<file path="src/rtl/pc_fetch.sv">
// Fetch-stage controller: owns the PC, runs the imem request/ready handshake,
// holds the fetched word for decode and counts completed advances.
module pc_fetch #(
  parameter logic [31:0] RESET_PC   = 32'h0040_0000,
  parameter logic [31:0] EXC_VECTOR = 32'h0000_0004
) (
  input  logic        clk,
  input  logic        rst_n,
  input  logic [31:0] npc_in,
  output logic [31:0] pc_out,
  input  logic        branch_take,
  input  logic [31:0] branch_target,
  input  logic        jump_take,
  input  logic [31:0] jump_target,
  input  logic        exc_take,
  input  logic        eret_take,
  input  logic [31:0] epc_in,
  input  logic        stall,
  output logic        imem_req,
  output logic [31:0] imem_addr,
  input  logic        imem_ready,
  input  logic [31:0] imem_rdata,
  output logic [31:0] instr_out,
  output logic        instr_valid,
  input  logic        instr_ack,
  output logic        addr_err,
  output logic [31:0] fetch_count
);

  typedef enum logic [1:0] {
    BOOT = 2'd0,
    REQ  = 2'd1,
    HOLD = 2'd2
  } state_t;

  state_t      state;
  state_t      state_next;
  logic        advance;
  logic        fetch_done;
  logic        redirect;
  logic        misaligned;
  logic [31:0] pc_sel;
  logic [31:0] pc_next;

  assign advance    = (state == HOLD) && instr_ack && !stall;
  assign fetch_done = (state == REQ) && imem_ready;

  assign imem_req    = (state == REQ);
  assign imem_addr   = pc_out;
  assign instr_valid = (state == HOLD);

  // The exception vector is trusted; only redirect targets are alignment-checked.
  always_comb begin
    pc_sel   = npc_in;
    redirect = 1'b0;
    if (exc_take) begin
      pc_sel = EXC_VECTOR;
    end else if (eret_take) begin
      pc_sel   = epc_in;
      redirect = 1'b1;
    end else if (jump_take) begin
      pc_sel   = jump_target;
      redirect = 1'b1;
    end else if (branch_take) begin
      pc_sel   = branch_target;
      redirect = 1'b1;
    end
  end

  assign misaligned = redirect && (pc_sel[1:0] != 2'b00);
  assign pc_next    = misaligned ? EXC_VECTOR : pc_sel;

  always_comb begin
    state_next = state;
    case (state)
      BOOT:    state_next = REQ;
      REQ:     if (imem_ready) state_next = HOLD;
      HOLD:    if (advance) state_next = REQ;
      default: state_next = BOOT;
    endcase
  end

  always_ff @(posedge clk or negedge rst_n) begin
    if (!rst_n) begin
      state <= BOOT;
    end else begin
      state <= state_next;
    end
  end

  // addr_err only rises on an advance, and the cycle after an advance is REQ,
  // so it naturally lasts exactly one cycle.
  always_ff @(posedge clk or negedge rst_n) begin
    if (!rst_n) begin
      pc_out      <= RESET_PC;
      instr_out   <= 32'h0;
      addr_err    <= 1'b0;
      fetch_count <= 32'h0;
    end else begin
      addr_err <= advance && misaligned;
      if (fetch_done) begin
        instr_out <= imem_rdata;
      end
      if (advance) begin
        pc_out      <= pc_next;
        fetch_count <= fetch_count + 32'd1;
      end
    end
  end

endmodule
</file>
<file path="config.mk">
export PLATFORM = sky130hd
export DESIGN_NAME = pc_fetch
export DESIGN_NICKNAME = d
export VERILOG_FILES = /design/src/rtl/pc_fetch.sv
export SDC_FILE = /design/constraint.sdc
export NUM_CORES = 1
export LEC_CHECK = 0
export BUFFER_PORTS_ARGS = -buffer_cell sky130_fd_sc_hd__buf_2
export CAP_MARGIN = 20
export CELL_PAD_IN_SITES_DETAIL_PLACEMENT = 1
export CELL_PAD_IN_SITES_GLOBAL_PLACEMENT = 1
export CORE_ASPECT_RATIO = 0.6
export CORE_MARGIN = 3
export CORE_UTILIZATION = 34
export CTS_BUF_LIST = sky130_fd_sc_hd__clkbuf_4 sky130_fd_sc_hd__clkbuf_8
export DETAILED_ROUTE_END_ITERATION = 6
export PLACE_DENSITY_LB_ADDON = 0.1
export SETUP_SLACK_MARGIN = 0.15
export SYNTH_ARGS = -nofsm -noshare
export SYNTH_HDL_FRONTEND = slang
export SYNTH_SLANG_ARGS = --single-unit
export TNS_END_PERCENT = 20
</file>
<file path="constraint.sdc">
create_clock -name clk -period 2.6 [get_ports clk]
set_clock_uncertainty 0.2 [all_clocks]
set_input_delay 0 -clock clk [delete_from_list [all_inputs] [get_ports clk]]
set_output_delay 0 -clock clk [all_outputs]
set_load 0.03 [all_outputs]
</file>
== Word level (Yosys, flattened, before mapping) ==
Index checks and enable logic that the tools add are counted.

* Register bits after elaboration: 99
* Logic and storage cells: 31

* Add/subtract/negate cells: 1
* Eq/ne operators: 4
* Multiplexer cells: 12
* Reduce and logical (&&, ||, !) cells: 9

{| class="wikitable"
|+ Operators with widths
! operator !! number
|-
| $mux W32 || 5
|-
| $add A32 B1 Y32 const B || 1
|-
| $pmux W2 S3 || 1
|-
| $logic_and A1 B1 Y1 || 5
|-
| $mux W1 || 4
|-
| $mux W2 || 2
|-
| $ne A2 B1 Y1 const B || 2
|-
| $eq A2 B1 Y1 const B || 1
|-
| $eq A2 B2 Y1 const B || 1
|-
| $logic_not A2 Y1 || 1
|-
| $reduce_and A2 Y1 || 1
|-
| $reduce_bool A2 Y1 || 1
|-
| $logic_not A1 Y1 || 1
|}

== Logic depth before layout (Yosys ltp) ==
* Depth in word-level cells: 7
* Gate-level depth with buffers: 6

== Least setup slack after synthesis ==
No wires, ideal clock.

* Kind: register to register
* From: register state[1]
* To: register fetch_count[3]
* Data arrival time: 1,634 ps
* Required time: 2,267 ps
* Setup slack: 633 ps
* Stages on the path, launching flop included: 5
* Path buffers: 0
* Cell sequence: dfrtp_1 -> nor2b_1 -> nor3b_1 -> nand4_1 -> xnor2_1

* Word-level cells in the longest chain between the ends: 3

{| class="wikitable"
|+ Ends and longest elaborated chain
! element !! line !! RTL
|-
| from (decl) || 36 || <nowiki>state_t state;</nowiki>
|-
| from (signal assigned) || 87 || <nowiki>state <= state_next;</nowiki>
|-
| $eq A2 B2 Y1 || -- ||
|-
| net instr_valid || 24 || <nowiki>output logic instr_valid,</nowiki>
|-
| $logic_and A1 B1 Y1 (2 in series) || 45 || <nowiki>assign advance = (state == HOLD) && instr_ack && !stall;</nowiki>
|-
| to (signal assigned) || 106 || <nowiki>fetch_count <= fetch_count + 32'd1;</nowiki>
|-
| to (decl) || 27 || <nowiki>output logic [31:0] fetch_count</nowiki>
|}

The timed path passes the listed nets, and every way through them passes these cells.
A chain may end at the register's enable or synchronous reset.

== Worst setup path after layout ==
* From: input branch_take
* To: register pc_out[2], in the netlist imem_addr[2]

* Word-level cells in the longest chain between the ends: 7
* Elaborated cells between the ends (all ways): 11
* Classes of those cells: 9 x mux; 2 x reduce/logical

{| class="wikitable"
|+ Ends and longest elaborated chain
! element !! line !! RTL
|-
| from (decl) || 11 || <nowiki>input logic branch_take,</nowiki>
|-
| $mux W32 || 64 || <nowiki>end else if (branch_take) begin</nowiki>
|-
| $mux W32 || 61 || <nowiki>end else if (jump_take) begin</nowiki>
|-
| $mux W32 || 58 || <nowiki>end else if (eret_take) begin</nowiki>
|-
| $mux W32 || 56 || <nowiki>if (exc_take) begin</nowiki>
|-
| $reduce_bool A2 Y1 || 70 || <nowiki>assign misaligned = redirect && (pc_sel[1:0] != 2'b00);</nowiki>
|-
| $logic_and A1 B1 Y1 || 70 ||
|-
| $mux W32 * || 71 || <nowiki>assign pc_next = misaligned ? EXC_VECTOR : pc_sel;</nowiki>
|-
| to (signal assigned) || 105 || <nowiki>pc_out <= pc_next;</nowiki>
|-
| to (decl) || 10 || <nowiki>output logic [31:0] pc_out,</nowiki>
|}

Mark *: on every way between the ends. The rest lies on a longest branch, timed or not.

==> impl_metrics.env <==
export IMPL_run_status="completed"
export IMPL_yosysWarnings=0
export IMPL_cp_required_ns=2.63
export IMPL_rsz0062_at_grt="false"
export IMPL_diodes=0
export IMPL_antenna_found_initial=1
export IMPL_yosys_area_share_xor_xnor=0.05100
export IMPL_clock_sinks=99
export IMPL_cpMaxStageDelayCell="dlygate4sd3_1"
export IMPL_fin_crit_sh=0.8780
export IMPL_dr_pass1_iters=4
export IMPL_start_kind="input pin"
export IMPL_num_vias=5164
export IMPL_clkLatencyLatePin_ns=0.36
export IMPL_wl_per_cell_um=18.76
export IMPL_synth_simple_gate_area_frac=0.1149
export IMPL_synth_distinct_cells=37
export IMPL_core_area_mm2=0.01489
export IMPL_fin_nets=1004
export IMPL_grt_pass1_wl_um=30560
export IMPL_drt_total_wl_um=19440
export IMPL_endpoint_kind="register"
export IMPL_die_area_mm2=0.01725
export IMPL_fin_crit_ns=2.283
export IMPL_worst_pin_slew_ns=0.6638
export IMPL_yosys_top_cells_area="dfrtp_1, mux2_2, mux2i_1, a32o_1, xnor2_1"
export IMPL_crit_end="imem_addr[2]"
export IMPL_track_usage=0.2230
export IMPL_antenna_left=0
export IMPL_hp_class="in2reg"
export IMPL_worstReg2RegStart="state[0]"
export IMPL_fmax_mhz=438.1
export IMPL_viasPerCell=4.985
export IMPL_peakVddDrop_mv=0.5887
export IMPL_grt_max_degree=53
export IMPL_r2r_setup_slack_ns=0.35
export IMPL_ios=300
export IMPL_gp_congestion=0.7668
export IMPL_maxCapViolations=0
export IMPL_syn_area_per_cell_um2=11.26
export IMPL_drive_above_1_share=0.4714
export IMPL_synth_seq_area_share=0.4656
export IMPL_cts_inserted_buffers=9
export IMPL_slew_viol_final=0
export IMPL_fin_tns_setup_ns=0
export IMPL_path_cells="buf_2 > buf_4 > mux2i_1 > o21ai_0 > mux2i_1 > dlygate4sd3_1 > a31oi_1 > dlygate4sd3_1"
export IMPL_cts_root_buf="clkbuf_8"
export IMPL_hpwl_um=13670
export IMPL_synthAdderAreaFrac=0.002350
export IMPL_die_w_um=167.5
export IMPL_synth_compound_area_frac=0.09800
export IMPL_synth_top_area_cell="dfrtp_1"
export IMPL_start_util=0.3576
export IMPL_synth_top_area_share=0.4606
export IMPL_crit_arrival_ns=2.32
export IMPL_io_buffers=299
export IMPL_final_core_util=0.5414
export IMPL_hold_violations=0
export IMPL_cts_setup_buffers=0
export IMPL_synth_seq_cells=99
export IMPL_drt_drc_violations_left=0
export IMPL_path_max_fanout=22
export IMPL_cts_tree="yes"
export IMPL_cts_clk_slew_worst_paths_ns=0.09
export IMPL_p_leak_nw=4.070
export IMPL_worstSetupPathType="in2reg"
export IMPL_slew_headroom=0.5574
export IMPL_critPathLaunch="branch_take"
export IMPL_num_rows=34
export IMPL_setup_viol=0
export IMPL_syn_inst=473
export IMPL_syn2layout_area_growth_pct=51.42
export IMPL_synthMuxAreaShare=0.1911
export IMPL_grt_overflow_total=0
export IMPL_rr_worst_depth=6
export IMPL_synth_top_family_by_area="multiplexers"
export IMPL_netlist_area_mm2=0.005324
export IMPL_fp_dieH_um=102.9
export IMPL_critPathMaxStageDelay_ns=0.56
export IMPL_powerDensity_mw_per_mm2=806.3
export IMPL_r2r_end="imem_addr[2]"
export IMPL_drt_initial_drc_count=201
export IMPL_grt_pass1_vias=5685
export IMPL_cts_buffer_depth=2
export IMPL_htree_levels=3
export IMPL_synth_fp_nets=643
[timing repair]
action                     in CTS  in global routing
setup endpoints to repair       0                  1
hold buffers                  104                  0
hold endpoints to repair      167                  0
resized for setup               0                  3
[flip-flops by register name, indices dropped and copies added (netlist names)]
signal,cells
state,2
imem_addr,32
fetch_count,32
instr_out,32
addr_err,1
[metal layers]
| metal | track usage | up-vias | share of wire |
|---|---|---|---|
| li1 | - | 2407 | - |
| met1 | 0.2502 | 2547 | 0.39 |
| met2 | 0.4307 | 181 | 0.53 |
| met3 | 0.06437 | 27 | 0.066 |
| met4 | 0.04274 | 2 | 0.013 |
| met5 | 0 | - | 0.00067 |
[where the power goes]
group	switching (mW)	internal [mW]	total (mW)
Sequential	0.344	1.98	2.32
Combinational	1.93	1.13	3.06
Clock	0.542	0.569	1.11
Total	2.82	3.68	6.50
[cells in the final DEF (no fill, tap or decap), drive strengths merged, types with 13 or more instances in the layout]
| cell | instances |
|---|---|
| mux2 | 61 |
| mux2i | 33 |
| nand4 | 14 |
| o21ai | 32 |
| dfrtp | 98 |
| buf | 310 |
| dlygate4sd3 | 104 |
| nand3 | 13 |
| a32o | 29 |
| nand2 | 47 |
| xnor2 | 29 |
[how the worst min path moves through the flow]
stage                    from              end  slack (ns)  depth (start not counted)
finish              npc_in[1]     imem_addr[1]        0.03                          4
global route        npc_in[1]     imem_addr[1]        0.03                          4
CTS                 npc_in[1]     imem_addr[1]       0.001                          4
detailed placement      rst_n  fetch_count[22]       -0.13                          1
global placement        rst_n  fetch_count[22]       -0.14                          1
floorplan               rst_n         addr_err       -0.50                          0
[cell type report]
class | count | area, µm²
Clock buffer | 10 | 137.6
Clock inverter | 5 | 85.08
Fill cell | 1727 | 6828
Inverter | 2 | 7.507
Multi-Input combinational cell | 308 | 2442
Sequential cell | 99 | 2479
Tap cell | 198 | 247.7
Timing Repair Buffer | 414 | 2663
[logic make-up after synthesis]
| logic type | after synthesis |
|---|---|
| adder cells (fa/ha/maj) | 1 |
| buffers and inverters | 66 |
| AO/OA/AOI/OAI | 68 |
| flip-flops | 99 |
| multiplexers | 94 |
| XOR/XNOR | 31 |
| AND/OR/NAND/NOR | 114 |
[stage by stage]
stage          instances  instance area, µm²  setup slack (ns)  hold WS (ns)  power, mW
2_1_floorplan        473                5324            0.6327       -0.4956      4.380
3_3_place_gp         916                6758            0.3927       -0.1449      5.131
3_5_place_dp         917                6785            0.5676       -0.1309      5.212
4_1_cts             1036                8049            0.2681      0.001050      6.509
5_1_grt             1036                8061            0.1740       0.03287      6.856
6_report            1036                8061            0.3173       0.03013      6.500
[Yosys cell counts]
cell / instances
buf_6: 3
nand2_1: 47
a2111oi_2: 2
a31oi_1: 1
ha_1: 1
nor4_1: 3
buf_4: 33
mux2_2: 61
nor3b_1: 3
nor2b_1: 4
a21oi_1: 1
nor4_4: 1
mux2i_1: 33
nor3_1: 2
o21ai_2: 1
dfstp_2: 1
xor2_1: 2
nand4_1: 14
nor4_2: 1
a32o_1: 29
inv_1: 2
nor2_1: 10
nand4bb_4: 1
and4_1: 3
dfrtp_1: 98
nand3b_1: 1
o31a_1: 1
buf_1: 1
and2_1: 3
a22o_1: 2
nand4b_1: 2
buf_2: 13
and3_1: 6
clkbuf_1: 14
o21ai_0: 31
xnor2_1: 29
nand3_1: 13
[worst max-delay path: cells and delay by family]
kind                   cells  cell delay (ns)
buffers and inverters      4             1.77
multiplexers               2             0.37
AO/OA/AOI/OAI              2             0.16
Note: power is estimated with default switching activity, not from simulation.
